### config.mk
export PLATFORM = sky130hd
export DESIGN_NAME = sram_sdp_pipe_flat
export DESIGN_NICKNAME = d
export VERILOG_FILES = /design/src/rtl/sram_sdp_pipe_if.sv /design/src/rtl/sram_sdp_pipe.sv /design/src/flat_wrapper.sv
export SDC_FILE = /design/constraint.sdc
export NUM_CORES = 2
export LEC_CHECK = 0
export ABC_AREA = 1
export ABC_CLOCK_PERIOD_IN_PS = 8900
export CAP_MARGIN = 10
export CORE_AREA = 2 2 569 345
export CTS_CLUSTER_DIAMETER = 200
export DETAILED_ROUTE_END_ITERATION = 8
export DIE_AREA = 0 0 571 347
export SYNTH_ARGS = -nofsm -noshare
export SYNTH_HDL_FRONTEND = slang
export SYNTH_SLANG_ARGS = --single-unit
### constraint.sdc
create_clock -name clk -period 8.9 [get_ports clk]
set_clock_uncertainty 0.05 [all_clocks]
set_input_delay 1.78 -clock clk [delete_from_list [all_inputs] [get_ports clk]]
set_output_delay 1.78 -clock clk [all_outputs]
set_load 0.05 [all_outputs]
### src/rtl/sram_sdp_pipe_if.sv
// sram_sdp_pipe_if: write/read/clear bus of the simple-dual-port SRAM
interface sram_sdp_pipe_if #(
  parameter int DW = 32,
  parameter int AW = 6
);
  logic            wen;
  logic [AW-1:0]   waddr;
  logic [DW/8-1:0] wmask;
  logic [DW-1:0]   data_in;
  logic            ren;
  logic [AW-1:0]   raddr;
  logic            clr;
  logic [DW-1:0]   data_out;
  logic            out_valid;
  logic            busy;
  modport master (
    output wen, waddr, wmask, data_in, ren, raddr, clr,
    input  data_out, out_valid, busy
  );
  modport slave (
    input  wen, waddr, wmask, data_in, ren, raddr, clr,
    output data_out, out_valid, busy
  );
endinterface

### src/rtl/sram_sdp_pipe.sv
// sram_sdp_pipe: parametrised simple-dual-port SRAM with byte mask, RD_LAT read pipeline and clear engine; define SRAM_SDP_BYPASS_EN to forward same-address writes to reads
module sram_sdp_pipe #(
  parameter int DW     = 32,
  parameter int DEPTH  = 64,
  parameter int AW     = 6,
  parameter int RD_LAT = 1
) (
  input logic            clk,
  input logic            rstn,
  sram_sdp_pipe_if.slave bus
);
  localparam int NB = DW / 8;
  typedef enum logic {IDLE, CLEAR} state_t;
  state_t            state, state_n;
  logic [AW-1:0]     cnt, cnt_n;
  logic [DW-1:0]     mem [DEPTH];
  logic              busy, w_ok, r_ok, accept;
  logic [DW-1:0]     rd_word;
  logic [RD_LAT-1:0] pv;
  logic [DW-1:0]     pd [RD_LAT];
  assign busy   = state == CLEAR;
  assign w_ok   = bus.wen && !busy && ({1'b0, bus.waddr} < (AW+1)'(DEPTH));
  assign r_ok   = {1'b0, bus.raddr} < (AW+1)'(DEPTH);
  assign accept = bus.ren && !busy;
  always_comb begin
    state_n = busy ? ((cnt == AW'(DEPTH - 1)) ? IDLE : CLEAR) : (bus.clr ? CLEAR : IDLE);
    cnt_n   = busy ? cnt + 1'b1 : '0;
  end
  always_ff @(posedge clk or negedge rstn) begin
    if (!rstn) begin
      state <= IDLE;
      cnt   <= '0;
    end else begin
      state <= state_n;
      cnt   <= cnt_n;
    end
  end
  // clearing owns the write port; user writes are dropped while busy
  always_ff @(posedge clk) begin
    if (busy)
      mem[cnt] <= '0;
    else if (w_ok)
      for (int i = 0; i < NB; i++)
        if (bus.wmask[i]) mem[bus.waddr][8*i +: 8] <= bus.data_in[8*i +: 8];
  end
  always_comb begin
    rd_word = r_ok ? mem[bus.raddr] : '0;
`ifdef SRAM_SDP_BYPASS_EN
    if (r_ok && w_ok && bus.waddr == bus.raddr)
      for (int i = 0; i < NB; i++)
        if (bus.wmask[i]) rd_word[8*i +: 8] = bus.data_in[8*i +: 8];
`endif
  end
  // data stages only advance with a valid token so data_out holds between reads
  always_ff @(posedge clk or negedge rstn) begin
    if (!rstn) begin
      pv <= '0;
      for (int k = 0; k < RD_LAT; k++) pd[k] <= '0;
    end else begin
      pv[0] <= accept;
      if (accept) pd[0] <= rd_word;
      for (int k = 1; k < RD_LAT; k++) begin
        pv[k] <= pv[k-1];
        if (pv[k-1]) pd[k] <= pd[k-1];
      end
    end
  end
  assign bus.data_out  = pd[RD_LAT-1];
  assign bus.out_valid = pv[RD_LAT-1];
  assign bus.busy      = busy;
endmodule
### src/flat_wrapper.sv
// flat-port wrapper written by rule: the top's interface ports become plain ports
module sram_sdp_pipe_flat 
#(
  parameter int DW     = 32,
  parameter int DEPTH  = 64,
  parameter int AW     = 6,
  parameter int RD_LAT = 1
)
  (clk, rstn, bus_wen, bus_waddr, bus_wmask, bus_data_in, bus_ren, bus_raddr, bus_clr, bus_data_out, bus_out_valid, bus_busy);
  sram_sdp_pipe_if #(.DW(DW), .AW(AW)) bus_i ();
  input logic clk;
  input logic rstn;
  input wire logic [$bits(bus_i.wen)-1:0] bus_wen;
  input wire logic [$bits(bus_i.waddr)-1:0] bus_waddr;
  input wire logic [$bits(bus_i.wmask)-1:0] bus_wmask;
  input wire logic [$bits(bus_i.data_in)-1:0] bus_data_in;
  input wire logic [$bits(bus_i.ren)-1:0] bus_ren;
  input wire logic [$bits(bus_i.raddr)-1:0] bus_raddr;
  input wire logic [$bits(bus_i.clr)-1:0] bus_clr;
  output wire logic [$bits(bus_i.data_out)-1:0] bus_data_out;
  output wire logic [$bits(bus_i.out_valid)-1:0] bus_out_valid;
  output wire logic [$bits(bus_i.busy)-1:0] bus_busy;
  assign bus_i.wen = bus_wen;
  assign bus_i.waddr = bus_waddr;
  assign bus_i.wmask = bus_wmask;
  assign bus_i.data_in = bus_data_in;
  assign bus_i.ren = bus_ren;
  assign bus_i.raddr = bus_raddr;
  assign bus_i.clr = bus_clr;
  assign bus_data_out = bus_i.data_out;
  assign bus_out_valid = bus_i.out_valid;
  assign bus_busy = bus_i.busy;
  sram_sdp_pipe #(.DW(DW), .DEPTH(DEPTH), .AW(AW), .RD_LAT(RD_LAT)) u_core (.clk(clk), .rstn(rstn), .bus(bus_i));
endmodule
==> run summary <==
Post-DP HPWL = 163000 um
CP Launch Type = input pin
Routed length per instance = 26.9 um
Vias per cell = 5.83
Met1 Track Usage GR = 39.8%
Run status = finished, final reports clean
PwrDens = 213 nW/um^2
Synth Area per Inst = 11.8 sq um
Multi-input logic area = 20000 sq um
Post-DRT Antenna Nets = 0
Sequential cell area = 62500 sq um
Post-synthesis sequential area ratio = 74.2%
Met3 Use GR = 10.9%
CP endpoint kind = register
Worst hold path class = reg2reg
Slew Limit Fails = 0
Total gr overflow = 0
Distinct cells, synth = 21
Clock Path Buffers = 4
Worst setup path class = in2reg
Total Die Area = 198000 sq um
Reg clk slew, reported paths = 0.06 ns
Syn Nets = 7224
Syn-to-layout area delta = 11.4%
DRT Pass-1 Iters = 6
Number of fill cells = 16843
DRC viols = 0
Worst EP arrival = 5.78 ns
Clock root buffer = clkbuf_16
GPL Wtd Cong = 0.925
Core box area = 193000 sq um
Worst-Margin Slew = 1.20 ns
First-pass GRT wire length = 378000 um
Net count, final = 7116
Mapped cell area = 84300 sq um
# Post-CTS Setup Buffers = 0
Die height = 347 um
Global Route met2 Usage = 34.6%
CTS buffer count = 194
Period utilization = 60.3%
Share of cells above drive strength 1 = 6.18%
Final Hold Vio Count = 0
Row count = 125
Final hold slack = 0.436 ns
Port Buffers = 86
Power, Total = 0.0200 W
Clock Latency Late Sink = 0.87 ns
# setup viols final = 0
CTS Sinks = 2088
Largest net degree at the start of global routing = 170
Leak pwr = 32.8 nW
Hold-fix buffers at CTS = 0
Period minus WS final = 5.37 ns
Number of global-route vias before repair = 53123
Routed wire length = 265000 um
PostCTS Resize Cnt = 0
Synth Instances = 7170
CTS H-tree lvls = 4
Critical Path RT = 9.32 ns
CTS tree = built
GRT Util Overall = 26.4%
Final worst slack = 3.53 ns
Initial DRC Count = 9577
Top Usage Layer GRT = met1
Starting density of the core = 43.8%
Via count = 57236
RSZ-0062 raised after global routing = no
Die Wd = 571 um
Relative slew margins = 19.9%
Yosys reg bits = 2088
Initial antenna violation count = 16
VDD IR max = 0.167 mV
Crit path max fanout = 12
Max Cap Viol = 0
Ys Warns = 0
Maximum clock rate = 186 MHz
Pre-CTS setup slack = 2.93 ns
Io pins = 87
Sum Neg Setup Slack = 0 ns
-- cell families (layout without fill, tap and decap cells) --
group / Yosys count / after routing / synth area share, %
other cells: 0 / 9 / 0
flops: 2088 / 2088 / 74.2
simple gates: 4526 / 4526 / 23.2
fa+ha+maj: 1 / 1 / 0.0148
compound gates: 18 / 18 / 0.119
buf+inv: 537 / 579 / 2.49
-- final cells by class --
cell class / count / share of cell area (%)
clock inverter: 117 / 1.21
timing repair buffer: 177 / 1.78
tap: 2603 / 3.47
sequential: 2088 / 66.6
clock buffer: 229 / 5.42
multi-input combinational: 4545 / 21.3
antenna: 9 / 0.0240
inverter: 56 / 0.255
-- where the power goes --
part,internal (W),switching [W]
clock network,0.00467,0.00370
logic,0.000268,0.000755
registers,0.0106,0
total,0.0156,0.00445
-- sequential cells by signal (all words and copies together), names as in the netlist --
register / cells
u_core.mem: 2048
u_core.cnt: 6
u_core.bus.data_out: 32
u_core.bus.out_valid: 1
u_core.bus.busy: 1
-- metrics by stage --
stage / instance area (sq um) / util (%) / std cells
after floorplan: 84300 / - / 7170
after global placement: 87600 / 45.5 / 9469
after detailed placement: 87600 / 45.5 / 9469
after CTS: 93900 / 48.8 / 9815
after global routing: 93900 / 48.8 / 9815
final: 93900 / 48.8 / 9824
-- layout by cell type (no fill, tap or decap), types with 9 or more instances in the layout --
cell type	n
buf_12	10
diode_2	9
inv_1	44
nor2_1	263
nor2_2	9
clkdlybuf4s50_1	79
clkbuf_16	196
nor2_4	36
edfxtp_1	2048
dfrtp_1	40
clkinv_1	36
clkinvlp_4	9
nand2_1	2197
nand3_1	2017
buf_4	83
clkbuf_1	27
bufinv_16	20
clkinv_2	41
-- synthesized netlist by cell type --
master | count | area share, %
inv_1 | 49 | 0.22
o21ai_1 | 5 | 0.030
o21ai_0 | 3 | 0.018
ha_1 | 1 | 0.015
nor2_1 | 295 | 1.3
clkbuf_1 | 343 | 1.5
nor2_2 | 9 | 0.067
nand2_2 | 1 | 0.0074
inv_2 | 7 | 0.031
nand3_1 | 2017 | 12
nor3_1 | 2 | 0.012
buf_6 | 1 | 0.013
buf_2 | 58 | 0.34
a21oi_1 | 7 | 0.042
o21ai_2 | 2 | 0.021
dfrtp_1 | 40 | 1.2
buf_1 | 79 | 0.35
edfxtp_1 | 2048 | 73
o31ai_1 | 1 | 0.0089
nand2_1 | 2198 | 9.8
nor2_4 | 4 | 0.053
-- worst paths after layout --
kind                            cells after the start                      end                     from  slack (ns)
worst max register to register                     10       u_core.mem[26][23]          u_core.bus.busy        4.40
max in group asynchronous                           2  u_core.bus.data_out[29]                     rstn        7.00
worst max-delay path                               11       u_core.mem[26][23]                  bus_wen        3.53
worst min register to register                      2  u_core.bus.data_out[22]  u_core.bus.data_out[22]        0.44
min in group asynchronous                           1  u_core.bus.data_out[13]                     rstn        0.66
worst min-delay path                                2  u_core.bus.data_out[22]  u_core.bus.data_out[22]        0.44
-- worst max-delay path, stage by stage --
cell and delay [ns]:
clkdlybuf4s50_1 0.74, inv_2 0.04, nor2_1 0.12, o21ai_1 0.12
nand2_2 0.35, nand2_1 0.11, nand2_1 0.15, nand2_1 0.10
nor2_1 0.53, nand2_1 0.84, nor2_1 0.85
-- per-layer routing --
metal / routed length, um / part of all wire, % / up-vias
li1: - / - / 25154
met1: 113000 / 43 / 28200
met2: 105000 / 40 / 3478
met3: 39600 / 15 / 392
met4: 6740 / 2.5 / 12
met5: 304 / 0.11 / -
(Power assumes the default switching activity.)
